<file path="config.mk">
export PLATFORM = sky130hd
export DESIGN_NAME = pes_clkmon
export DESIGN_NICKNAME = d
export VERILOG_FILES = /design/src/rtl/pes_clkmon_pkg.sv /design/src/rtl/pes_clkmon_edge.sv /design/src/rtl/pes_clkmon.sv
export SDC_FILE = /design/constraint.sdc
export NUM_CORES = 1
export LEC_CHECK = 0
export ABC_AREA = 1
export CELL_PAD_IN_SITES_DETAIL_PLACEMENT = 0
export CELL_PAD_IN_SITES_GLOBAL_PLACEMENT = 2
export CORE_MARGIN = 8
export CORE_UTILIZATION = 35
export CTS_CLUSTER_DIAMETER = 200
export DETAILED_ROUTE_END_ITERATION = 8
export GPL_TIMING_DRIVEN = 1
export PLACE_DENSITY = 0.89
export SLEW_MARGIN = 20
export SYNTH_ARGS = -nofsm -noshare
export SYNTH_HDL_FRONTEND = slang
export SYNTH_SLANG_ARGS = --single-unit
</file>
<file path="constraint.sdc">
create_clock -name clkin -period 4.7 [get_ports clkin]
set_input_delay 0.94 -clock clkin [delete_from_list [all_inputs] [get_ports clkin]]
set_output_delay 0.94 -clock clkin [all_outputs]
set_load 0.03 [all_outputs]
</file>
<file path="src/rtl/pes_clkmon_pkg.sv">
// Shared types and defaults for the divided-clock monitor.
// Optional synchroniser enabled by defining PES_CLKMON_SYNC_EN.
package pes_clkmon_pkg;

    typedef enum logic [1:0] {
        StIdle,
        StArm,
        StMeas,
        StDone
    } state_e;

    localparam int unsigned DEF_CW       = 8;
    localparam int unsigned DEF_NPER     = 4;
    localparam int unsigned DEF_LOCK_CNT = 2;
    localparam int unsigned MIN_RATIO    = 2;

endpackage

</file>
<file path="src/rtl/pes_clkmon_edge.sv">
// Samples div_clk into the clkin domain and flags its rising edges.
// PES_CLKMON_SYNC_EN adds a 2-flop synchroniser ahead of the sampling flop.
module pes_clkmon_edge (
    input  logic clkin,
    input  logic rst_n,
    input  logic div_clk,
    output logic s,
    output logic rise
);

    logic s_in;
    logic s_q;
    logic s_d_q;

`ifdef PES_CLKMON_SYNC_EN
    logic [1:0] sync_q;

    always_ff @(posedge clkin or negedge rst_n) begin
        if (!rst_n) begin
            sync_q <= 2'b00;
        end else begin
            sync_q <= {sync_q[0], div_clk};
        end
    end

    assign s_in = sync_q[1];
`else
    assign s_in = div_clk;
`endif

    always_ff @(posedge clkin or negedge rst_n) begin
        if (!rst_n) begin
            s_q   <= 1'b0;
            s_d_q <= 1'b0;
        end else begin
            s_q   <= s_in;
            s_d_q <= s_q;
        end
    end

    assign s    = s_q;
    assign rise = s_q & ~s_d_q;

endmodule

</file>
<file path="src/rtl/pes_clkmon.sv">
// Divided-clock monitor: measures period/high time of div_clk over NPER periods,
// compares against exp_n and tracks lock. PES_CLKMON_SYNC_EN selects a synchronised input.
module pes_clkmon
    import pes_clkmon_pkg::*;
#(
    parameter int unsigned CW       = DEF_CW,
    parameter int unsigned NPER     = DEF_NPER,
    parameter int unsigned LOCK_CNT = DEF_LOCK_CNT
) (
    input  logic          clkin,
    input  logic          rst_n,
    input  logic          en,
    input  logic          start,
    input  logic          div_clk,
    input  logic [3:0]    exp_n,
    output logic [CW-1:0] period,
    output logic [CW-1:0] high_time,
    output logic          busy,
    output logic          done,
    output logic          match,
    output logic          err_timeout,
    output logic          locked
);

    localparam int unsigned PW = (NPER > 1) ? $clog2(NPER) : 1;
    localparam int unsigned LW = $clog2(LOCK_CNT + 1);
    localparam logic [CW-1:0] CMAX  = '1;
    localparam logic [PW-1:0] PLAST = PW'(NPER - 1);
    localparam logic [LW-1:0] LMAX  = LW'(LOCK_CNT);

    state_e        state_q, state_d;
    logic [CW-1:0] cnt_q, cnt_d;
    logic [CW-1:0] hcnt_q, hcnt_d;
    logic [PW-1:0] pidx_q, pidx_d;
    logic          mism_q, mism_d;
    logic [CW-1:0] period_q, period_d;
    logic [CW-1:0] high_q, high_d;
    logic          match_q, match_d;
    logic          err_q, err_d;
    logic [LW-1:0] lock_q, lock_d;

    logic          s;
    logic          rise;
    logic          cnt_eq;
    logic          ratio_ok;
    logic          mism_next;
    logic          match_next;
    logic [CW-1:0] cnt_inc;
    logic [CW-1:0] hcnt_inc;

    pes_clkmon_edge u_edge (
        .clkin   (clkin),
        .rst_n   (rst_n),
        .div_clk (div_clk),
        .s       (s),
        .rise    (rise)
    );

    assign cnt_eq   = (32'(cnt_q) == 32'(exp_n));
    assign ratio_ok = (exp_n >= 4'(MIN_RATIO));
    assign cnt_inc  = (cnt_q == CMAX) ? cnt_q : cnt_q + CW'(1);
    assign hcnt_inc = (s && hcnt_q != CMAX) ? hcnt_q + CW'(1) : hcnt_q;

    always_comb begin
        state_d    = state_q;
        cnt_d      = cnt_q;
        hcnt_d     = hcnt_q;
        pidx_d     = pidx_q;
        mism_d     = mism_q;
        period_d   = period_q;
        high_d     = high_q;
        match_d    = match_q;
        err_d      = err_q;
        lock_d     = lock_q;
        mism_next  = mism_q | ~cnt_eq;
        match_next = ~mism_next & ratio_ok;

        unique case (state_q)
            StIdle: begin
                if (start && en) begin
                    state_d = StArm;
                    err_d   = 1'b0;
                    cnt_d   = '0;
                    hcnt_d  = '0;
                    pidx_d  = '0;
                    mism_d  = 1'b0;
                end
            end
            StArm: begin
                if (cnt_q == CMAX) begin
                    state_d = StIdle;
                    err_d   = 1'b1;
                    lock_d  = '0;
                end else if (rise) begin
                    state_d = StMeas;
                    cnt_d   = CW'(1);
                    hcnt_d  = CW'(1);
                    pidx_d  = '0;
                end else begin
                    cnt_d = cnt_inc;
                end
            end
            StMeas: begin
                if (cnt_q == CMAX) begin
                    state_d = StIdle;
                    err_d   = 1'b1;
                    lock_d  = '0;
                end else if (rise) begin
                    period_d = cnt_q;
                    high_d   = hcnt_q;
                    mism_d   = mism_next;
                    cnt_d    = CW'(1);
                    hcnt_d   = CW'(1);
                    if (pidx_q == PLAST) begin
                        // Result registered on entry so it is valid alongside the done pulse
                        state_d = StDone;
                        match_d = match_next;
                        if (match_next) begin
                            lock_d = (lock_q == LMAX) ? lock_q : lock_q + LW'(1);
                        end else begin
                            lock_d = '0;
                        end
                    end else begin
                        pidx_d = pidx_q + PW'(1);
                    end
                end else begin
                    cnt_d  = cnt_inc;
                    hcnt_d = hcnt_inc;
                end
            end
            StDone: begin
                state_d = StIdle;
            end
            default: begin
                state_d = StIdle;
            end
        endcase

        // Disable aborts from any state; reported results are left untouched
        if (!en) begin
            state_d  = StIdle;
            lock_d   = '0;
            period_d = period_q;
            high_d   = high_q;
            match_d  = match_q;
        end
    end

    always_ff @(posedge clkin or negedge rst_n) begin
        if (!rst_n) begin
            state_q  <= StIdle;
            cnt_q    <= '0;
            hcnt_q   <= '0;
            pidx_q   <= '0;
            mism_q   <= 1'b0;
            period_q <= '0;
            high_q   <= '0;
            match_q  <= 1'b0;
            err_q    <= 1'b0;
            lock_q   <= '0;
        end else begin
            state_q  <= state_d;
            cnt_q    <= cnt_d;
            hcnt_q   <= hcnt_d;
            pidx_q   <= pidx_d;
            mism_q   <= mism_d;
            period_q <= period_d;
            high_q   <= high_d;
            match_q  <= match_d;
            err_q    <= err_d;
            lock_q   <= lock_d;
        end
    end

    assign period      = period_q;
    assign high_time   = high_q;
    assign busy        = (state_q == StArm) || (state_q == StMeas);
    assign done        = (state_q == StDone);
    assign match       = match_q;
    assign err_timeout = err_q;
    assign locked      = (lock_q == LMAX);

endmodule
</file>
# == After elaboration in Yosys (flattened, before gate mapping) ==
# Index checks and enable logic that the tools add are counted.
# totals
regBits,43
inputBits,9
out_inout_bits,21
elab_cells,104
# op_classes
add_sub_neg,4
order_cmp,1
n_eq_ne,24
n_mux,39
bitwise_logic,7
n_reduce_logical,17
# op_table
operator,count
$mux W8,8
$mux W2,20
$pmux W8 S3,1
$add A8 B1 Y8 const B,2
$pmux W8 S2,1
$ne A2 B2 Y1 const B,7
$ne A4 B4 Y1 const B,3
$reduce_and A4 Y1,3
$reduce_and A5 Y1,2
$ne A3 B3 Y1 const B,3
$eq A2 B2 Y1 const B,4
$eq A8 B4 Y1,1
$eq A8 B8 Y1 const B,1
$ne A8 B8 Y1 const B,1
$pmux W2 S4,1
$reduce_and A7 Y1,1
$pmux W2 S3,1
$reduce_and A3 Y1,2
$reduce_and A6 Y1,1
$ne A5 B5 Y1 const B,1
$add A2 B1 Y2 const B,2
$ge A4 B2 Y1 const B,1
$mux W1,4
$not A1 Y1,4
other kinds (13),17

# == Longest topological paths before layout ==
# depth
ltp_word,11
depth_mapped,11
depth_no_buf,11

# == Cells and area by module ==
# From an unflattened synthesis, not the netlist that was laid out.
# unflattened
hier_cells,306
area_unflattened_um2,2366.0
# modules_own_cells
mod,n_inst,cells_each,area_per_inst_um2,seq_area_each_um2
pes_clkmon,1,302,2306.0,1026.0
pes_clkmon_edge,1,4,60.1,50.0

# == Least setup slack after synthesis ==
# Ideal clock, no wire load.
# synth_path
kind,input to register
startpoint,input en
endpoint,register hcnt_q[0]
setup_ps,123
arrival_time_ps,1824
t_required_ps,4577
path_slack_ps,2752
stages,9
path_buffers,2
cell_sequence,buf_6 nand2_4 a21oi_4 nand2_1 nor2_2 nand2_2 buf_6 nand2_1 o21ai_2
# synth_via
elab_chain_len,3
# synth_rtl
element,line_no,text
"start, declared",pes_clkmon.sv:12,"input logic en,"
$logic_and A1 B1 Y1,pes_clkmon.sv:80,if (start && en) begin
$ne A2 B2 Y1 (no line),-,
$reduce_and A6 Y1 (no line),-,
"end signal, assigned",pes_clkmon.sv:164,hcnt_q <= hcnt_d;
"end, declared",pes_clkmon.sv:33,"logic [CW-1:0] hcnt_q, hcnt_d;"
# No other way between the ends.
# A chain may end at the register's enable or synchronous reset.

# == Worst setup path after layout ==
# layout_path
startpoint,register state_q[0]
endpoint,output busy
# layout_via
elab_chain_len,2
word_cells_on_any_way,3
classes_between,eq/ne: 2; reduce/logical: 1
# layout_rtl
element,line_no,text
"start, declared",pes_clkmon.sv:31,"state_e state_q, state_d;"
"start signal, assigned",pes_clkmon.sv:151,state_q <= StIdle;
"start signal, assigned",pes_clkmon.sv:162,state_q <= state_d;
$eq A2 B1 Y1 / $eq A2 B2 Y1 (equally long branches),pes_clkmon.sv:177,assign busy = (state_q == StArm) || (state_q == StMeas);
$logic_or A1 B1 Y1 *,pes_clkmon.sv:177,
"end, declared",pes_clkmon.sv:18,"output logic busy,"
# Mark *: on every way between the ends. The rest lies on a longest branch, timed or not.

==> impl_metrics.tcl <==
set metrics [dict create \
    status "complete, no violations" \
    cp_cell_sequence "inv_1 > ha_1 > clkdlybuf4s50_1" \
    whs_endpoint "u_edge.s_d_q$_DFF_PN0_" \
    port_buffers 29 \
    overflow 0 \
    period_minus_slack_ps 2820 \
    die_height_um 99.2 \
    antenna_found_initial 0 \
    synth_compound_area_share_pct 14.6 \
    worst_pin_slew_ps 569 \
    yosysWarnings 0 \
    cap_violations 0 \
    synthTopCellsByArea "dfrtp_1, nand2_1, inv_1" \
    first_pass_iters 4 \
    cts_buffers 5 \
    hold_viol 0 \
    diodes 0 \
    n_fill_cell 707 \
    post_synth_fa_ha_maj_area_fraction_pct 4.13 \
    slowest_delay_ps 710 \
    cp_data_arrival_time_ps 1880 \
    hold_depth 0 \
    crit_type "flip-flop to primary output" \
    cp_top_family "buffers and inverters" \
    timing.rr.end "hcnt_q[7]$_DFFE_PN0P_" \
    dp_cells 412 \
    cts_resized 0 \
    die-area_um2 9830 \
    nets 356 \
    area_growth_pct 19.0 \
    regArea_um2 1080 \
    tns_ps 0 \
    clockBufferDepth 2 \
    synth_simple_gate_area_share_pct 28.0 \
    start_kind "flip-flop" \
    grt_pass1_vias 1947 \
    irDropWorstVdd_mv 0.252 \
    relSlewSlack_pct 62.0 \
    path_clk_slew_ps 80 \
    wl_per_cell_um 12.5 \
    cts_root_buffer "clkbuf_8" \
    rsz0062_at_grt "no" \
    synth_fp_nets 326 \
    synthesis.area_um2 2420 \
    synthXorXnorAreaFrac_pct 0 \
    multi_input_area_um2 1130 \
    leakagePower_nw 1.32 \
    vias 1996 \
    yosysMostFrequentCell "nand2_1" \
    finalPower_mw 1.14 \
    r2r-start "state_q[0]$_DFFE_PN0P_" \
    grt_use_total_pct 11.5 \
    p_per_area_nw_per_um2 396 \
    report.final.setup_viol 0 \
    fmax_mhz 355 \
    post-route-period-util_pct 60.0 \
    rows 30 \
    slowest_stage "clkdlybuf4s50_1" \
    die_x_um 99.2 \
    hold_buffers 0 \
    synth_edf_count 0 \
    fin_worst_skew_ps 5.64 \
    crit_fanout 4 \
    num_io_pins 30 \
    post-route-drc-count 0 \
    h-tree-depth 2 \
    post_cts_buffers 0 \
    postSynthAreaPerCell_um2 7.84 \
    endpoint_kind "primary output" \
    postRouteAntennaNets 0 \
    async_flop_share_pct 100 \
    grt_pass1_wl_um 9120 \
    cp.required_ps 3760 \
    synth_largest_area_cell "dfrtp_1" \
    synth_commonest_cells "nand2_1, dfrtp_1, inv_1" \
    gp_congestion 0.810 \
    hold_start "u_edge.s$_DFF_PN0_" \
    hold_path_class "flip-flop to flip-flop" \
    start_util_pct 35.8 \
    yosysTopAreaCellShare_pct 44.4 \
    drive_above_1_share_pct 9.71 \
    r2r_slack_ps 2500 \
    critPathBufInv 2 \
    cts_tree "done" \
    final_max_slew_viol_count 0 \
    drt-initial-drc-count 63 \
    grt_start_max_net_pins 44 \
    synthMuxAreaShare_pct 0 \
    clk_latency_ps 300 \
    synth_top_family_by_area "simple AND/OR/NAND/NOR gates" \
    vias_per_cell 4.75 \
    core_area_um2 6760 \
    rr_worst_depth 9 \
    hpwl_um 3970 \
    synth-seq-cells 43 \
    netlist_instances 309 \
    cts_sinks 43 \
    ys.flop_type "dfrtp_1" \
    yosysSeqAreaShare_pct 44.4 \
    ys_types 32 \
    finalNonFillerCells 420 \
    finalWirelength_um 5250 \
]
-- kinds of logic after synthesis --
group,after synthesis
adder cells (fa/ha/maj),8
buffers and inverters,50
AO/OA/AOI/OAI,57
AND/OR/NAND/NOR,151
flip-flops,43
-- stage by stage --
stage / worst slack, ps / instance area, um^2 / util, % / hold WS [ps]
floorplan: 2750 / 2420 / - / 368
global placement: 1850 / 2760 / 40.9 / 392
detailed placement: 1870 / 2760 / 40.9 / 393
CTS: 1850 / 2880 / 42.6 / 413
global route: 1790 / 2880 / 42.6 / 436
finish: 1880 / 2880 / 42.6 / 414
-- power breakdown --
part,leakage (nW),internal [mW],switching [mW]
clock,0.0612,0.172,0.127
sequential,0.592,0.402,0.0288
combinational,0.664,0.133,0.277
-- metal layers --
layer  wire length [um]  global-route usage [%]  up-vias
li1                   -                       -     1051
met1               2630                    14.2      910
met2               2320                    18.8       29
met3                224                    3.14        6
met4                 68                    3.84        0
met5                  0                       0        -
-- worst register-to-register path: cells and delay by family (launching register included) --
family	cells	cell delay (ps)
flip-flops	1	430
buffers and inverters	3	490
AND/OR/NAND/NOR	5	750
adder cells (fa/ha/maj)	1	440
-- state kept, by name, indices dropped and copies added (netlist names), 2 cells and up --
name,count
cnt_q,8
hcnt_q,8
high_time,8
lock_q,2
period,8
pidx_q,2
state_q,2
-- cell type report --
type / instances / area share (%)
Multi-Input combinational cell: 216 / 39.3
Tap cell: 80 / 3.48
Inverter: 44 / 5.82
Sequential cell: 43 / 37.4
Clock buffer: 6 / 2.87
Timing Repair Buffer: 29 / 9.99
Clock inverter: 2 / 1.22
-- layout by cell type, fill, tap and decap left out --
cell / n
a21oi_1: 7
a21oi_4: 2
a22oi_1: 1
a31oi_1: 1
buf_4: 1
bufinv_16: 1
clkbuf_8: 6
clkdlybuf4s50_1: 28
clkinv_2: 1
dfrtp_1: 43
ha_1: 8
inv_1: 42
inv_2: 1
inv_4: 1
nand2_1: 82
nand2_2: 5
nand2_4: 2
nand3_1: 20
nand3_2: 1
nand3b_1: 2
nand4_1: 3
nor2_1: 24
nor2_2: 2
nor2_4: 3
nor3_1: 6
o211ai_1: 2
o21a_1: 2
o21ai_0: 28
o21ai_1: 7
o21ai_2: 5
o21ai_4: 1
o22ai_1: 1
or2_2: 1
-- how the worst max path moves through the flow --
stage / startpoint / end / slack, ps / depth (start not counted)
after floorplan: en / hcnt_q[0]$_DFFE_PN0P_ / 2750 / 9
after global placement: en / match$_DFFE_PN0P_ / 1850 / 7
after detailed placement: en / match$_DFFE_PN0P_ / 1870 / 7
after CTS: state_q[0]$_DFFE_PN0P_ / busy / 1850 / 3
after global routing: state_q[0]$_DFFE_PN0P_ / busy / 1790 / 3
final: state_q[0]$_DFFE_PN0P_ / busy / 1880 / 3
No activity file was read; power rests on OpenSTA's default activity.
